<file path="src/rtl/thread_regfile_bank_if.sv">
`default_nettype none
// ============================================================================
// Module   : thread_regfile_bank_if
// Brief    : Decoder/scheduler/datapath bundle for the multi-lane register bank.
// Revision : 1.0  initial release
// ============================================================================
interface thread_regfile_bank_if #(
  parameter int THREADS_PER_BLOCK = 4,
  parameter int DATA_BITS         = 8,
  parameter int NUM_REGS          = 16,
  parameter int BLOCK_ID_BITS     = 8
);
  localparam int AW = $clog2(NUM_REGS);

  logic [THREADS_PER_BLOCK-1:0]           thread_enable;
  logic                                   block_start;
  logic [BLOCK_ID_BITS-1:0]               block_id;
  logic [2:0]                             core_state;
  logic [AW-1:0]                          decoded_rd_address;
  logic [AW-1:0]                          decoded_rs_address;
  logic [AW-1:0]                          decoded_rt_address;
  logic                                   decoded_reg_write_enable;
  logic [1:0]                             decoded_reg_input_mux;
  logic [DATA_BITS-1:0]                   decoded_immediate;
  logic [THREADS_PER_BLOCK*DATA_BITS-1:0] alu_out;
  logic [THREADS_PER_BLOCK*DATA_BITS-1:0] lsu_out;
  logic [THREADS_PER_BLOCK*DATA_BITS-1:0] rs;
  logic [THREADS_PER_BLOCK*DATA_BITS-1:0] rt;
  logic                                   busy;
  logic                                   ready;

  modport master (
    output thread_enable, block_start, block_id, core_state,
           decoded_rd_address, decoded_rs_address, decoded_rt_address,
           decoded_reg_write_enable, decoded_reg_input_mux, decoded_immediate,
           alu_out, lsu_out,
    input  rs, rt, busy, ready
  );

  modport slave (
    input  thread_enable, block_start, block_id, core_state,
           decoded_rd_address, decoded_rs_address, decoded_rt_address,
           decoded_reg_write_enable, decoded_reg_input_mux, decoded_immediate,
           alu_out, lsu_out,
    output rs, rt, busy, ready
  );
endinterface
`default_nettype wire

</file>
<file path="src/rtl/thread_regfile_bank.sv">
`default_nettype none
// ============================================================================
// Module   : thread_regfile_bank
// Brief    : Register files of all thread lanes with block-start clear sequencer.
// Revision : 1.0  initial release
// ============================================================================
module thread_regfile_bank #(
  parameter int THREADS_PER_BLOCK = 4,
  parameter int DATA_BITS         = 8,
  parameter int NUM_REGS          = 16,
  parameter int BLOCK_ID_BITS     = 8
) (
  input  wire                  clk,
  input  wire                  reset_n,
  thread_regfile_bank_if.slave bus
);
  localparam int AW  = $clog2(NUM_REGS);
  localparam int AWX = AW + 1;

  localparam logic [2:0]     c_REQUEST    = 3'd3;
  localparam logic [2:0]     c_UPDATE     = 3'd6;
  localparam logic [1:0]     c_MUX_ALU    = 2'b00;
  localparam logic [1:0]     c_MUX_LSU    = 2'b01;
  localparam logic [1:0]     c_MUX_IMM    = 2'b10;
  localparam logic [1:0]     c_MUX_NONE   = 2'b11;
  localparam logic [AWX-1:0] c_FREE_EXT   = AWX'(NUM_REGS - 3);
  localparam logic [AWX-1:0] c_BIDX_EXT   = AWX'(NUM_REGS - 3);
  localparam logic [AWX-1:0] c_BDIM_EXT   = AWX'(NUM_REGS - 2);
  localparam logic [AWX-1:0] c_TIDX_EXT   = AWX'(NUM_REGS - 1);
  localparam logic [AW-1:0]  c_CLEAR_LAST = AW'(NUM_REGS - 4);
  localparam logic [DATA_BITS-1:0] c_BLOCK_DIM = DATA_BITS'(THREADS_PER_BLOCK);

  typedef enum logic [1:0] {
    S_IDLE   = 2'd0,
    S_CLEAR  = 2'd1,
    S_ACTIVE = 2'd2
  } state_t;

  state_t               r_state;
  state_t               w_next_state;
  logic [AW-1:0]        r_cnt;
  logic [DATA_BITS-1:0] r_block_idx;
  logic [DATA_BITS-1:0] w_block_id;
  logic                 w_wr_en;
  logic                 w_rd_en;

  if (BLOCK_ID_BITS >= DATA_BITS) begin : g_bid_trunc
    assign w_block_id = bus.block_id[DATA_BITS-1:0];
  end else begin : g_bid_ext
    assign w_block_id = {{(DATA_BITS-BLOCK_ID_BITS){1'b0}}, bus.block_id};
  end

  always_ff @(posedge clk or negedge reset_n) begin
    if (!reset_n) begin
      r_state <= S_IDLE;
    end else begin
      r_state <= w_next_state;
    end
  end

  always_comb begin
    w_next_state = r_state;
    if (bus.block_start) begin
      w_next_state = S_CLEAR;
    end else if ((r_state == S_CLEAR) && (r_cnt == c_CLEAR_LAST)) begin
      w_next_state = S_ACTIVE;
    end
  end

  // %blockIdx is shared by every lane, so one copy serves the whole bank
  always_ff @(posedge clk or negedge reset_n) begin
    if (!reset_n) begin
      r_cnt       <= '0;
      r_block_idx <= '0;
    end else if (bus.block_start) begin
      r_cnt       <= '0;
      r_block_idx <= w_block_id;
    end else if (r_state == S_CLEAR) begin
      r_cnt <= r_cnt + 1'b1;
    end
  end

  assign bus.busy = (r_state == S_CLEAR);
  assign bus.ready = (r_state == S_ACTIVE);

  assign w_rd_en = (r_state == S_ACTIVE) && !bus.block_start && (bus.core_state == c_REQUEST);
  assign w_wr_en = (r_state == S_ACTIVE) && !bus.block_start && (bus.core_state == c_UPDATE)
                   && bus.decoded_reg_write_enable && (bus.decoded_reg_input_mux != c_MUX_NONE)
                   && ({1'b0, bus.decoded_rd_address} < c_FREE_EXT);

  for (genvar t = 0; t < THREADS_PER_BLOCK; t++) begin : g_lane
    localparam logic [DATA_BITS-1:0] c_THREAD_IDX = DATA_BITS'(t);

    // Read-only slots of this array are never written and never read
    logic [DATA_BITS-1:0] r_regs [NUM_REGS];
    logic [DATA_BITS-1:0] r_rs;
    logic [DATA_BITS-1:0] r_rt;
    logic [AW-1:0]        w_addr [2];
    logic [DATA_BITS-1:0] w_val  [2];
    logic [DATA_BITS-1:0] w_wdata;

    assign w_addr[0] = bus.decoded_rs_address;
    assign w_addr[1] = bus.decoded_rt_address;

    always_comb begin
      for (int p = 0; p < 2; p++) begin
        w_val[p] = '0;
        if ({1'b0, w_addr[p]} < c_FREE_EXT) begin
          w_val[p] = r_regs[w_addr[p]];
        end else if ({1'b0, w_addr[p]} == c_BIDX_EXT) begin
          w_val[p] = r_block_idx;
        end else if ({1'b0, w_addr[p]} == c_BDIM_EXT) begin
          w_val[p] = c_BLOCK_DIM;
        end else if ({1'b0, w_addr[p]} == c_TIDX_EXT) begin
          w_val[p] = c_THREAD_IDX;
        end
      end
    end

    always_comb begin
      w_wdata = '0;
      case (bus.decoded_reg_input_mux)
        c_MUX_ALU: w_wdata = bus.alu_out[t*DATA_BITS +: DATA_BITS];
        c_MUX_LSU: w_wdata = bus.lsu_out[t*DATA_BITS +: DATA_BITS];
        c_MUX_IMM: w_wdata = bus.decoded_immediate;
        default:   w_wdata = '0;
      endcase
    end

    always_ff @(posedge clk or negedge reset_n) begin
      if (!reset_n) begin
        for (int i = 0; i < NUM_REGS; i++) begin
          r_regs[i] <= '0;
        end
        r_rs <= '0;
        r_rt <= '0;
      end else if (bus.block_start) begin
        r_rs <= r_rs;
      end else if (r_state == S_CLEAR) begin
        r_regs[r_cnt] <= '0;
      end else if (bus.thread_enable[t]) begin
        if (w_rd_en) begin
          r_rs <= w_val[0];
          r_rt <= w_val[1];
        end
        if (w_wr_en) begin
          r_regs[bus.decoded_rd_address] <= w_wdata;
        end
      end
    end

    assign bus.rs[t*DATA_BITS +: DATA_BITS] = r_rs;
    assign bus.rt[t*DATA_BITS +: DATA_BITS] = r_rt;
  end
endmodule
`default_nettype wire

</file>
<file path="src/flat_wrapper.sv">
// flat-port wrapper written by rule: the top's interface ports become plain ports
module thread_regfile_bank_flat 
#(
  parameter int THREADS_PER_BLOCK = 4,
  parameter int DATA_BITS         = 8,
  parameter int NUM_REGS          = 16,
  parameter int BLOCK_ID_BITS     = 8
)
  (clk, reset_n, bus_thread_enable, bus_block_start, bus_block_id, bus_core_state, bus_decoded_rd_address, bus_decoded_rs_address, bus_decoded_rt_address, bus_decoded_reg_write_enable, bus_decoded_reg_input_mux, bus_decoded_immediate, bus_alu_out, bus_lsu_out, bus_rs, bus_rt, bus_busy, bus_ready);
  thread_regfile_bank_if #(.THREADS_PER_BLOCK(THREADS_PER_BLOCK), .DATA_BITS(DATA_BITS), .NUM_REGS(NUM_REGS), .BLOCK_ID_BITS(BLOCK_ID_BITS)) bus_i ();
  input  wire clk;
  input  wire reset_n;
  input wire logic [$bits(bus_i.thread_enable)-1:0] bus_thread_enable;
  input wire logic [$bits(bus_i.block_start)-1:0] bus_block_start;
  input wire logic [$bits(bus_i.block_id)-1:0] bus_block_id;
  input wire logic [$bits(bus_i.core_state)-1:0] bus_core_state;
  input wire logic [$bits(bus_i.decoded_rd_address)-1:0] bus_decoded_rd_address;
  input wire logic [$bits(bus_i.decoded_rs_address)-1:0] bus_decoded_rs_address;
  input wire logic [$bits(bus_i.decoded_rt_address)-1:0] bus_decoded_rt_address;
  input wire logic [$bits(bus_i.decoded_reg_write_enable)-1:0] bus_decoded_reg_write_enable;
  input wire logic [$bits(bus_i.decoded_reg_input_mux)-1:0] bus_decoded_reg_input_mux;
  input wire logic [$bits(bus_i.decoded_immediate)-1:0] bus_decoded_immediate;
  input wire logic [$bits(bus_i.alu_out)-1:0] bus_alu_out;
  input wire logic [$bits(bus_i.lsu_out)-1:0] bus_lsu_out;
  output wire logic [$bits(bus_i.rs)-1:0] bus_rs;
  output wire logic [$bits(bus_i.rt)-1:0] bus_rt;
  output wire logic [$bits(bus_i.busy)-1:0] bus_busy;
  output wire logic [$bits(bus_i.ready)-1:0] bus_ready;
  assign bus_i.thread_enable = bus_thread_enable;
  assign bus_i.block_start = bus_block_start;
  assign bus_i.block_id = bus_block_id;
  assign bus_i.core_state = bus_core_state;
  assign bus_i.decoded_rd_address = bus_decoded_rd_address;
  assign bus_i.decoded_rs_address = bus_decoded_rs_address;
  assign bus_i.decoded_rt_address = bus_decoded_rt_address;
  assign bus_i.decoded_reg_write_enable = bus_decoded_reg_write_enable;
  assign bus_i.decoded_reg_input_mux = bus_decoded_reg_input_mux;
  assign bus_i.decoded_immediate = bus_decoded_immediate;
  assign bus_i.alu_out = bus_alu_out;
  assign bus_i.lsu_out = bus_lsu_out;
  assign bus_rs = bus_i.rs;
  assign bus_rt = bus_i.rt;
  assign bus_busy = bus_i.busy;
  assign bus_ready = bus_i.ready;
  thread_regfile_bank #(.THREADS_PER_BLOCK(THREADS_PER_BLOCK), .DATA_BITS(DATA_BITS), .NUM_REGS(NUM_REGS), .BLOCK_ID_BITS(BLOCK_ID_BITS)) u_core (.clk(clk), .reset_n(reset_n), .bus(bus_i));
endmodule
</file>
<file path="config.mk">
export PLATFORM = sky130hd
export DESIGN_NAME = thread_regfile_bank_flat
export DESIGN_NICKNAME = d
export VERILOG_FILES = /design/src/rtl/thread_regfile_bank_if.sv /design/src/rtl/thread_regfile_bank.sv /design/src/flat_wrapper.sv
export SDC_FILE = /design/constraint.sdc
export NUM_CORES = 1
export LEC_CHECK = 0
export CAP_MARGIN = 0
export CORE_MARGIN = 2
export CORE_UTILIZATION = 46
export CTS_BUF_LIST = sky130_fd_sc_hd__clkbuf_4 sky130_fd_sc_hd__clkbuf_8 sky130_fd_sc_hd__clkbuf_16
export DETAILED_ROUTE_END_ITERATION = 16
export PLACE_DENSITY = 0.71
export SETUP_SLACK_MARGIN = 0.15
export SYNTH_ARGS = -nofsm -noshare
export SYNTH_HDL_FRONTEND = slang
export SYNTH_SLANG_ARGS = --single-unit
</file>
<file path="constraint.sdc">
create_clock -name clk -period 3.3 [get_ports clk]
set_input_delay 0.66 -clock clk [delete_from_list [all_inputs] [get_ports clk]]
set_output_delay 0.66 -clock clk [all_outputs]
set_load 0.02 [all_outputs]
</file>
==> metrics.txt, run 1 <==
number of port buffers=170; core box area=60,400 um2; run status=finished, final reports clean; commonest cells after routing, fill and taps aside=sky130_fd_sc_hd__o21ai_0, sky130_fd_sc_hd__dfrtp_1, sky130_fd_sc_hd__mux2i_1, sky130_fd_sc_hd__clkdlybuf4s50_1, sky130_fd_sc_hd__buf_4; Die W=251 um; post-synthesis simple-gate area fraction=7.17%; via count of the first global-routing pass=25,437; Min Clock Period, post-route=3.04 ns; fraction of the yosys area taken by sequential cells=46.2%; post-synthesis area per instance=9.94 um2; fraction of the mapped netlist area in compound gates=24.2%; Setup TNS Final=0 ns; Row Count=90; net count of the mapped netlist=2,930; startpoint type of the worst setup path=register; overall global routing resource usage=36.0%; largest fanout on the critical path=28; Final ANT Viol Nets=0; crit path kind=reg2out; Required @ worst endpoint=2.64 ns; pin count of the biggest net entering global routing=106; total gr overflow=0; Critical Path AT=2.38 ns; xor and xnor area share after synthesis=0.0937%; CTS tree=yes; share of async-settable or async-resettable flops after synthesis=100%; post-DR vias/cell=6.95; Final Wtd Congestion=0.966; Num CTS Buffers=56; maximum level of the CTS H-tree=2; die height=251 um; worst hold path type=reg2reg; post-synthesis to final-layout area growth=17.9%; P_leak=0.0142 uW; EDFF count, synth=0; total clock sinks=518; crit end category=output port; maximum vdd ir drop=0.000405 V; library cell occupying the most area in the post-synthesis netlist=sky130_fd_sc_hd__dfrtp_1; placed wire-length estimate=75,600 um; synthesized cell area=28,000 um2; combinational family with the most area after synthesis=compound AO/OA/AOI/OAI gates; leading cell type in the layout, fill and taps excluded=sky130_fd_sc_hd__o21ai_0; Setup WS pre-CTS=-0.0727 ns; cell count after synthesis=2,821; max capacitance violation total=0; area share of fa/ha/maj cells after synthesis=0.178%; count of cell types in the netlist=65; number of antenna violations at the first check in global routing=3; via count=26,153; clock skew=0.0193 ns; number of detailed-route iterations in the first pass=6; final net count=3,047; ratio of cells with drive above 1 in the final layout=16.2%; multiplexer fraction of the synthesized cell area=17.7%; Top-Level Pins=171; filler cell count in the final layout=5,180; fraction of synthesized cell area taken by the top area cell type=46.2%; largest buffer count on any clock path=3; source-to-sink clock delay at the later pin of the worst-skew pair=0.64 ns; global-route wire length before repair=168,000 um; part of the cycle the worst path needs=92.1%; total number of yosys warnings=0; final worst slack=0.262 ns; non-filler instance count after layout=3,762; dpl cell area=31,100 um2; die footprint=62,900 um2; Max Slew Vio Count=0; # DRC=0; PwrDens=444 nW/um2; number of synthesized register bits=518; Antenna diodes=0; Fin. Hold Viols=0; cell total after placement=3,661; Synth area leaders=sky130_fd_sc_hd__dfrtp_1, sky130_fd_sc_hd__o21ai_0, sky130_fd_sc_hd__mux2i_1; cell at the root of the clock tree=sky130_fd_sc_hd__clkbuf_16; drt total wl=114,000 um; Reg clk slew, reported paths=0.06 ns; final count of negative-setup-slack endpoints=0; Main synth FF type=sky130_fd_sc_hd__dfrtp_1; unrepaired setup endpoints after global routing=no; effective utilization at floorplan=46.5%; Non-Filler Cell Area, Final=33,100 um2; worst-case headroom to the max-slew limit=24.6%; pin slew with the least headroom to its limit=1.13 ns; number of DRC markers after the initial detailed-route iteration=4,005; average detailed-routed wire length per instance=30.4 um; maximum operating frequency=329 MHz
## layout make-up
type | count | area (um2) | area share, %
Sequential cell | 518 | 13000 | 39.2
Multi-Input combinational cell | 2011 | 13900 | 42.0
Clock inverter | 24 | 319 | 0.965
Timing Repair Buffer | 343 | 3270 | 9.89
Clock buffer | 76 | 1610 | 4.86
Tap cell | 782 | 978 | 2.96
Inverter | 8 | 32.5 | 0.0984
## what timing repair did
item / 4_1_cts / 5_1_grt
setup endpoints to repair: 1 / 0
endpoints found under the hold margin: 42 / 0
gates resized for setup: 1 / 0
hold buffers: 1 / 0
setup buffers: 0 / 0
## cells in the mapped netlist, drive strengths merged, types with 37 or more instances
cell     instances
a21oi           89
buf            100
clkbuf         184
dfrtp          518
mux2            88
mux2i          221
mux4            78
nand2          143
nor2           102
nor3            37
o21ai          821
o22ai           74
o2bb2ai         40
## through the flow
| stage | hold slack, ns | utilization [%] | total power, uW |
|---|---|---|---|
| CTS | 0.483 | 54.8 | 14700 |
| global placement | 0.462 | 51.6 | 8080 |
| detailed placement | 0.469 | 51.6 | 8100 |
| finish | 0.479 | 54.8 | 14700 |
| floorplan | 0.364 | - | 7300 |
| global route | 0.507 | 54.8 | 15100 |
## flip-flops by register name, summed over array words and instances, names as in the netlist
| signal | flops |
|---|---|
| u_core.g_lane.r_regs | 440 |
| u_core.g_lane.r_rs | 32 |
| u_core.g_lane.r_rt | 32 |
| u_core.r_state | 2 |
| u_core.r_cnt | 4 |
| u_core.r_block_idx | 8 |
## layer usage
| layer | vias up | part of all wire [%] | track usage, % |
|---|---|---|---|
| met5 | - | 0.048 | 0.386 |
| met4 | 4 | 6.1 | 18.6 |
| met3 | 485 | 16 | 14.4 |
| met2 | 2131 | 42 | 52.0 |
| met1 | 12794 | 36 | 46.6 |
| li1 | 10739 | - | - |
## path summary, 6_finish.rpt
check / from / end / slack, ns / cells past startpoint
worst max-delay path: u_core.r_state[1] / bus_busy / 0.26 / 3
worst min-delay path: u_core.g_lane[0].r_rs[0] / u_core.g_lane[0].r_rs[0] / 0.48 / 1
worst max register to register: u_core.r_state[1] / u_core.g_lane[2].r_regs[46] / 0.56 / 7
worst min register to register: u_core.g_lane[0].r_rs[0] / u_core.g_lane[0].r_rs[0] / 0.48 / 1
max in group asynchronous: reset_n / u_core.g_lane[0].r_rt[7] / 1.75 / 3
min in group asynchronous: reset_n / u_core.g_lane[0].r_regs[100] / 0.55 / 2
## critical path, stage by stage (launching register included)
cell and delay, ns:
sky130_fd_sc_hd__dfrtp_1 0.46, sky130_fd_sc_hd__nand2b_2 0.28, sky130_fd_sc_hd__inv_4 0.31, sky130_fd_sc_hd__clkdlybuf4s50_1 0.70
## power breakdown
group          leakage, uW  switching (uW)  internal (uW)
Clock             0.000972            2730           3890
Sequential         0.00720            98.5           6400
Combinational      0.00603            1030            527
## logic make-up (layout without fill, tap and decap cells)
| logic type | after synthesis | in the layout |
|---|---|---|
| multiplexers | 387 | 387 |
| AO/OA/AOI/OAI | 1199 | 1199 |
| adder cells (fa/ha/maj) | 4 | 4 |
| XOR/XNOR | 3 | 3 |
| AND/OR/NAND/NOR | 418 | 418 |
| flip-flops | 518 | 518 |
| buffers and inverters | 292 | 451 |
(Power assumes the default switching activity.)
==> run 2, diff against run 1 <==
Settings changed: ABC_AREA from default to 1.
==> run 2 against run 1 <==
  * Fmax grew 8.3%
  * Critical endpoint unchanged
  * Count of clock-buffer cells in the layout grew 29
  * Critical path type unchanged
  * Global-route usage shrank 1.6 points
  * Sequential cell count grew 72
  * Sequential share of layout area shrank 4.1 points
  * Clock skew grew 0.0091 ns
  * Sequential power grew 12%
  * Highest routed layer is now met4
  * Critical path depth grew 1
  * Area after synthesis grew 29%
  * Routed wire length grew 22%
  * Non-clock buffer count shrank 9
  * Register-to-register slack gained 0.42 ns
==> metrics.txt, run 2 <==
run status=finished, final reports clean; proportion of power drawn by flip-flops and latches=43.5% (-0.8 points); met1 WL=53,600 um (+29%); worst-case headroom to the max-slew limit=45.2% (+21 points); via count=37,691 (+44%); share of async-settable or async-resettable flops after synthesis=100% (unchanged); startpoint type of the worst setup path=register; total number of yosys warnings=0 (unchanged); core box area=77,600 um2 (+29%); overall global routing resource usage=34.4% (-1.6 points); Critical Path AT=2.14 ns (-0.24 ns); Die W=284 um (+13%); largest buffer count on any clock path=3 (unchanged); Top-Level Pins=171 (unchanged); Setup TNS Final=0 ns (unchanged); Row Count=102 (+13%); chain of cells forming the critical path=inv_2 -> nand2_2 -> inv_2 -> clkdlybuf4s50_1; fraction of power spent switching nets=26.9% (+0.65 points); Setup WS pre-CTS=0.281 ns (+0.353 ns); internal power consumption=12,300 uW (+13%); Final ANT Viol Nets=0 (unchanged); post-synthesis area per instance=6.31 um2 (-36%); largest fanout on the critical path=12 (-57%); cell seen most often among critical-path stages=sky130_fd_sc_hd__inv_2; CTS Hold Buffers Added=1 (unchanged); pin slew with the least headroom to its limit=0.813 ns (-0.316 ns); placed wire-length estimate=93,500 um (+24%); synth cell count leaders=sky130_fd_sc_hd__nand2_1, sky130_fd_sc_hd__dfrtp_1, sky130_fd_sc_hd__inv_1, sky130_fd_sc_hd__nand3_1, sky130_fd_sc_hd__buf_2; post-synthesis to final-layout area growth=16.2%; via count of the first global-routing pass=35,176 (+38%); Min Clock Period, post-route=2.80 ns (-0.234 ns); max capacitance violation total=0 (unchanged); most flop-heavy register=u_core.g_lane.r_regs; final count of negative-setup-slack endpoints=0 (unchanged); number of antenna violations at the first check in global routing=1 (-2); maximum level of the CTS H-tree=3 (+1); most common cell in the synthesized netlist=sky130_fd_sc_hd__nand2_1; Main synth FF type=sky130_fd_sc_hd__dfrtp_1; clock skew=0.0284 ns (+0.00915 ns); crit path buf inv count=3 (+1); library cell occupying the most area in the post-synthesis netlist=sky130_fd_sc_hd__dfrtp_1; fraction of synthesized cell area taken by the top area cell type=40.8% (-5.4 points); crit end category=output port; combinational cell fraction of total power=10.9% (+0.3 points); clock network fraction of total power=45.6% (+0.5 points); total net switching power=4520 uW (+17%); maximum vdd ir drop=0.000409 V (+0.81%); uppermost signal routing layer after detailed routing=met4; post-DR vias/cell=5.48 (-21%); biggest cell delay along the critical path=0.70 ns (about the same); Max Slew Vio Count=0 (unchanged); drt total wl=140,000 um (+22%); largest registers=u_core.g_lane.r_regs (512), u_core.g_lane.r_rs (32), u_core.g_lane.r_rt (32); Reg clk slew, reported paths=0.06 ns (about the same); effective utilization at floorplan=46.6% (+0.14 points); fraction of the yosys area taken by sequential cells=40.8% (-5.4 points); count of cell types in the netlist=36 (-45%); PwrDens=399 nW/um2 (-10%); Fin. Hold Viols=0 (unchanged); source-to-sink clock delay at the later pin of the worst-skew pair=0.63 ns (about the same); crit path kind=reg2out; part of the cycle the worst path needs=85.0% (-7.1 points); number of synthesized register bits=590 (+14%); total clock sinks=590 (+14%); worst hold path type=reg2reg; Routed met3 length=13,000 um (-27%); net count of the mapped netlist=5,835 (+99%); die height=284 um (+13%); slowest library cell on the worst path=sky130_fd_sc_hd__clkdlybuf4s50_1; number of DRC markers after the initial detailed-route iteration=5,099 (+27%); Synth area leaders=sky130_fd_sc_hd__dfrtp_1, sky130_fd_sc_hd__nand2_1, sky130_fd_sc_hd__inv_1; Worst path top cell family by delay=buffers and inverters; # DRC=0 (unchanged); met2 wire length=61,500 um (+28%); total gr overflow=0 (unchanged); synthesized cell area=36,200 um2 (+29%); flip-flop count of the largest register after layout=512 (+16%); final worst slack=0.496 ns (+0.234 ns); commonest cells after routing, fill and taps aside=sky130_fd_sc_hd__nand2_1, sky130_fd_sc_hd__dfrtp_1, sky130_fd_sc_hd__inv_1, sky130_fd_sc_hd__nand3_1, sky130_fd_sc_hd__clkdlybuf4s50_1; CTS tree=yes; cell at the root of the clock tree=sky130_fd_sc_hd__clkbuf_16; Required @ worst endpoint=2.64 ns (about the same); Final Wtd Congestion=0.976 (+1.0%); setup repair bufs after CTS=0 (unchanged); number of detailed-route iterations in the first pass=5 (-1); EDFF count, synth=0 (unchanged); leading cell type in the layout, fill and taps excluded=sky130_fd_sc_hd__nand2_1; number of port buffers=170 (unchanged); maximum operating frequency=357 MHz (+8.3%); post-cts sizing count=0 (-1); Num CTS Buffers=67 (+20%); final net count=5,896 (+94%); cell count after synthesis=5,726 (+100%); die footprint=80,900 um2 (+28%); P_leak=0.0243 uW (+71%); unrepaired setup endpoints after global routing=no; pin count of the biggest net entering global routing=112 (+5.7%); global-route wire length before repair=214,000 um (+28%); ratio of cells with drive above 1 in the final layout=6.81% (-9.4 points); average detailed-routed wire length per instance=20.4 um (-33%)
## run 2: cell types whose count changed after synthesis, sizes merged, moves of 74 or more
cell and delta:
mux4 -78, nand2 +3571, nand3 +228, buf +121, nand4 +116, mux2i -221, o21ai -755, inv +362
mux2 -88, o22ai -74
## run 2: layout make-up
type	count	area, um2
Multi-Input combinational cell	4423	18400
Sequential cell	590	14800
Tap cell	1040	1300
Inverter	371	1410
Clock inverter	9	105
Timing Repair Buffer	334	3920
Antenna cell	1	2.50
Fill cell	7626	35600
Clock buffer	105	2090
## run 2: through the flow
step,instances,utilization [%],hold slack [ns],power [uW],instance area (um2)
global route,6873,54.2,0.506,17200,42000
detailed placement,6757,51.3,0.465,9220,39800
CTS,6872,54.2,0.481,16800,42000
floorplan,5726,-,0.364,8230,36200
finish,6873,54.2,0.481,16800,42000
global placement,6757,51.3,0.464,9220,39800
## run 2: cell families after synthesis
logic type      synth area share (%)
flops                           40.8
buf+inv                         8.27
fa+ha+maj                      0.138
compound gates                  3.43
simple gates                    47.3
## run 2: worst paths after layout
check	cells past startpoint	slack, ns	end	startpoint
max	4	0.50	bus_busy	u_core.r_state[1]
min	2	0.48	u_core.g_lane[3].r_regs[91]	u_core.g_lane[3].r_regs[91]
max reg2reg	8	0.98	u_core.g_lane[0].r_regs[64]	u_core.r_state[1]
min reg2reg	2	0.48	u_core.g_lane[3].r_regs[91]	u_core.g_lane[3].r_regs[91]
max in group asynchronous	3	1.72	u_core.g_lane[0].r_rs[5]	reset_n
min in group asynchronous	2	0.56	u_core.g_lane[1].r_regs[53]	reset_n
## run 2: worst register-to-register path, cell delays in order (launching register included)
cell                      delay, ns
sky130_fd_sc_hd__dfrtp_1       0.37
sky130_fd_sc_hd__inv_2         0.08
sky130_fd_sc_hd__nand2_2       0.06
sky130_fd_sc_hd__inv_2         0.33
sky130_fd_sc_hd__nand3_1       0.22
sky130_fd_sc_hd__o21ai_2       0.58
sky130_fd_sc_hd__nand4_4       0.34
sky130_fd_sc_hd__nand2_1       0.16
sky130_fd_sc_hd__nand2_1       0.07
## run 2: layer usage
layer  GRT usage [%]  vias to the layer above
met2            52.2                     2102
met3            5.73                      460
li1                -                    17495
met4            25.4                        0
met5               0                        -
met1            44.2                    17634
## run 2: power by group through the flow
stage               clock (uW)  combinational, uW  sequential, uW
finish                    7660               1820            7310
global route              7970               1910            7310
CTS                       7700               1790            7310
detailed placement           0               1780            7440
global placement             0               1780            7440
floorplan                    0                798            7430
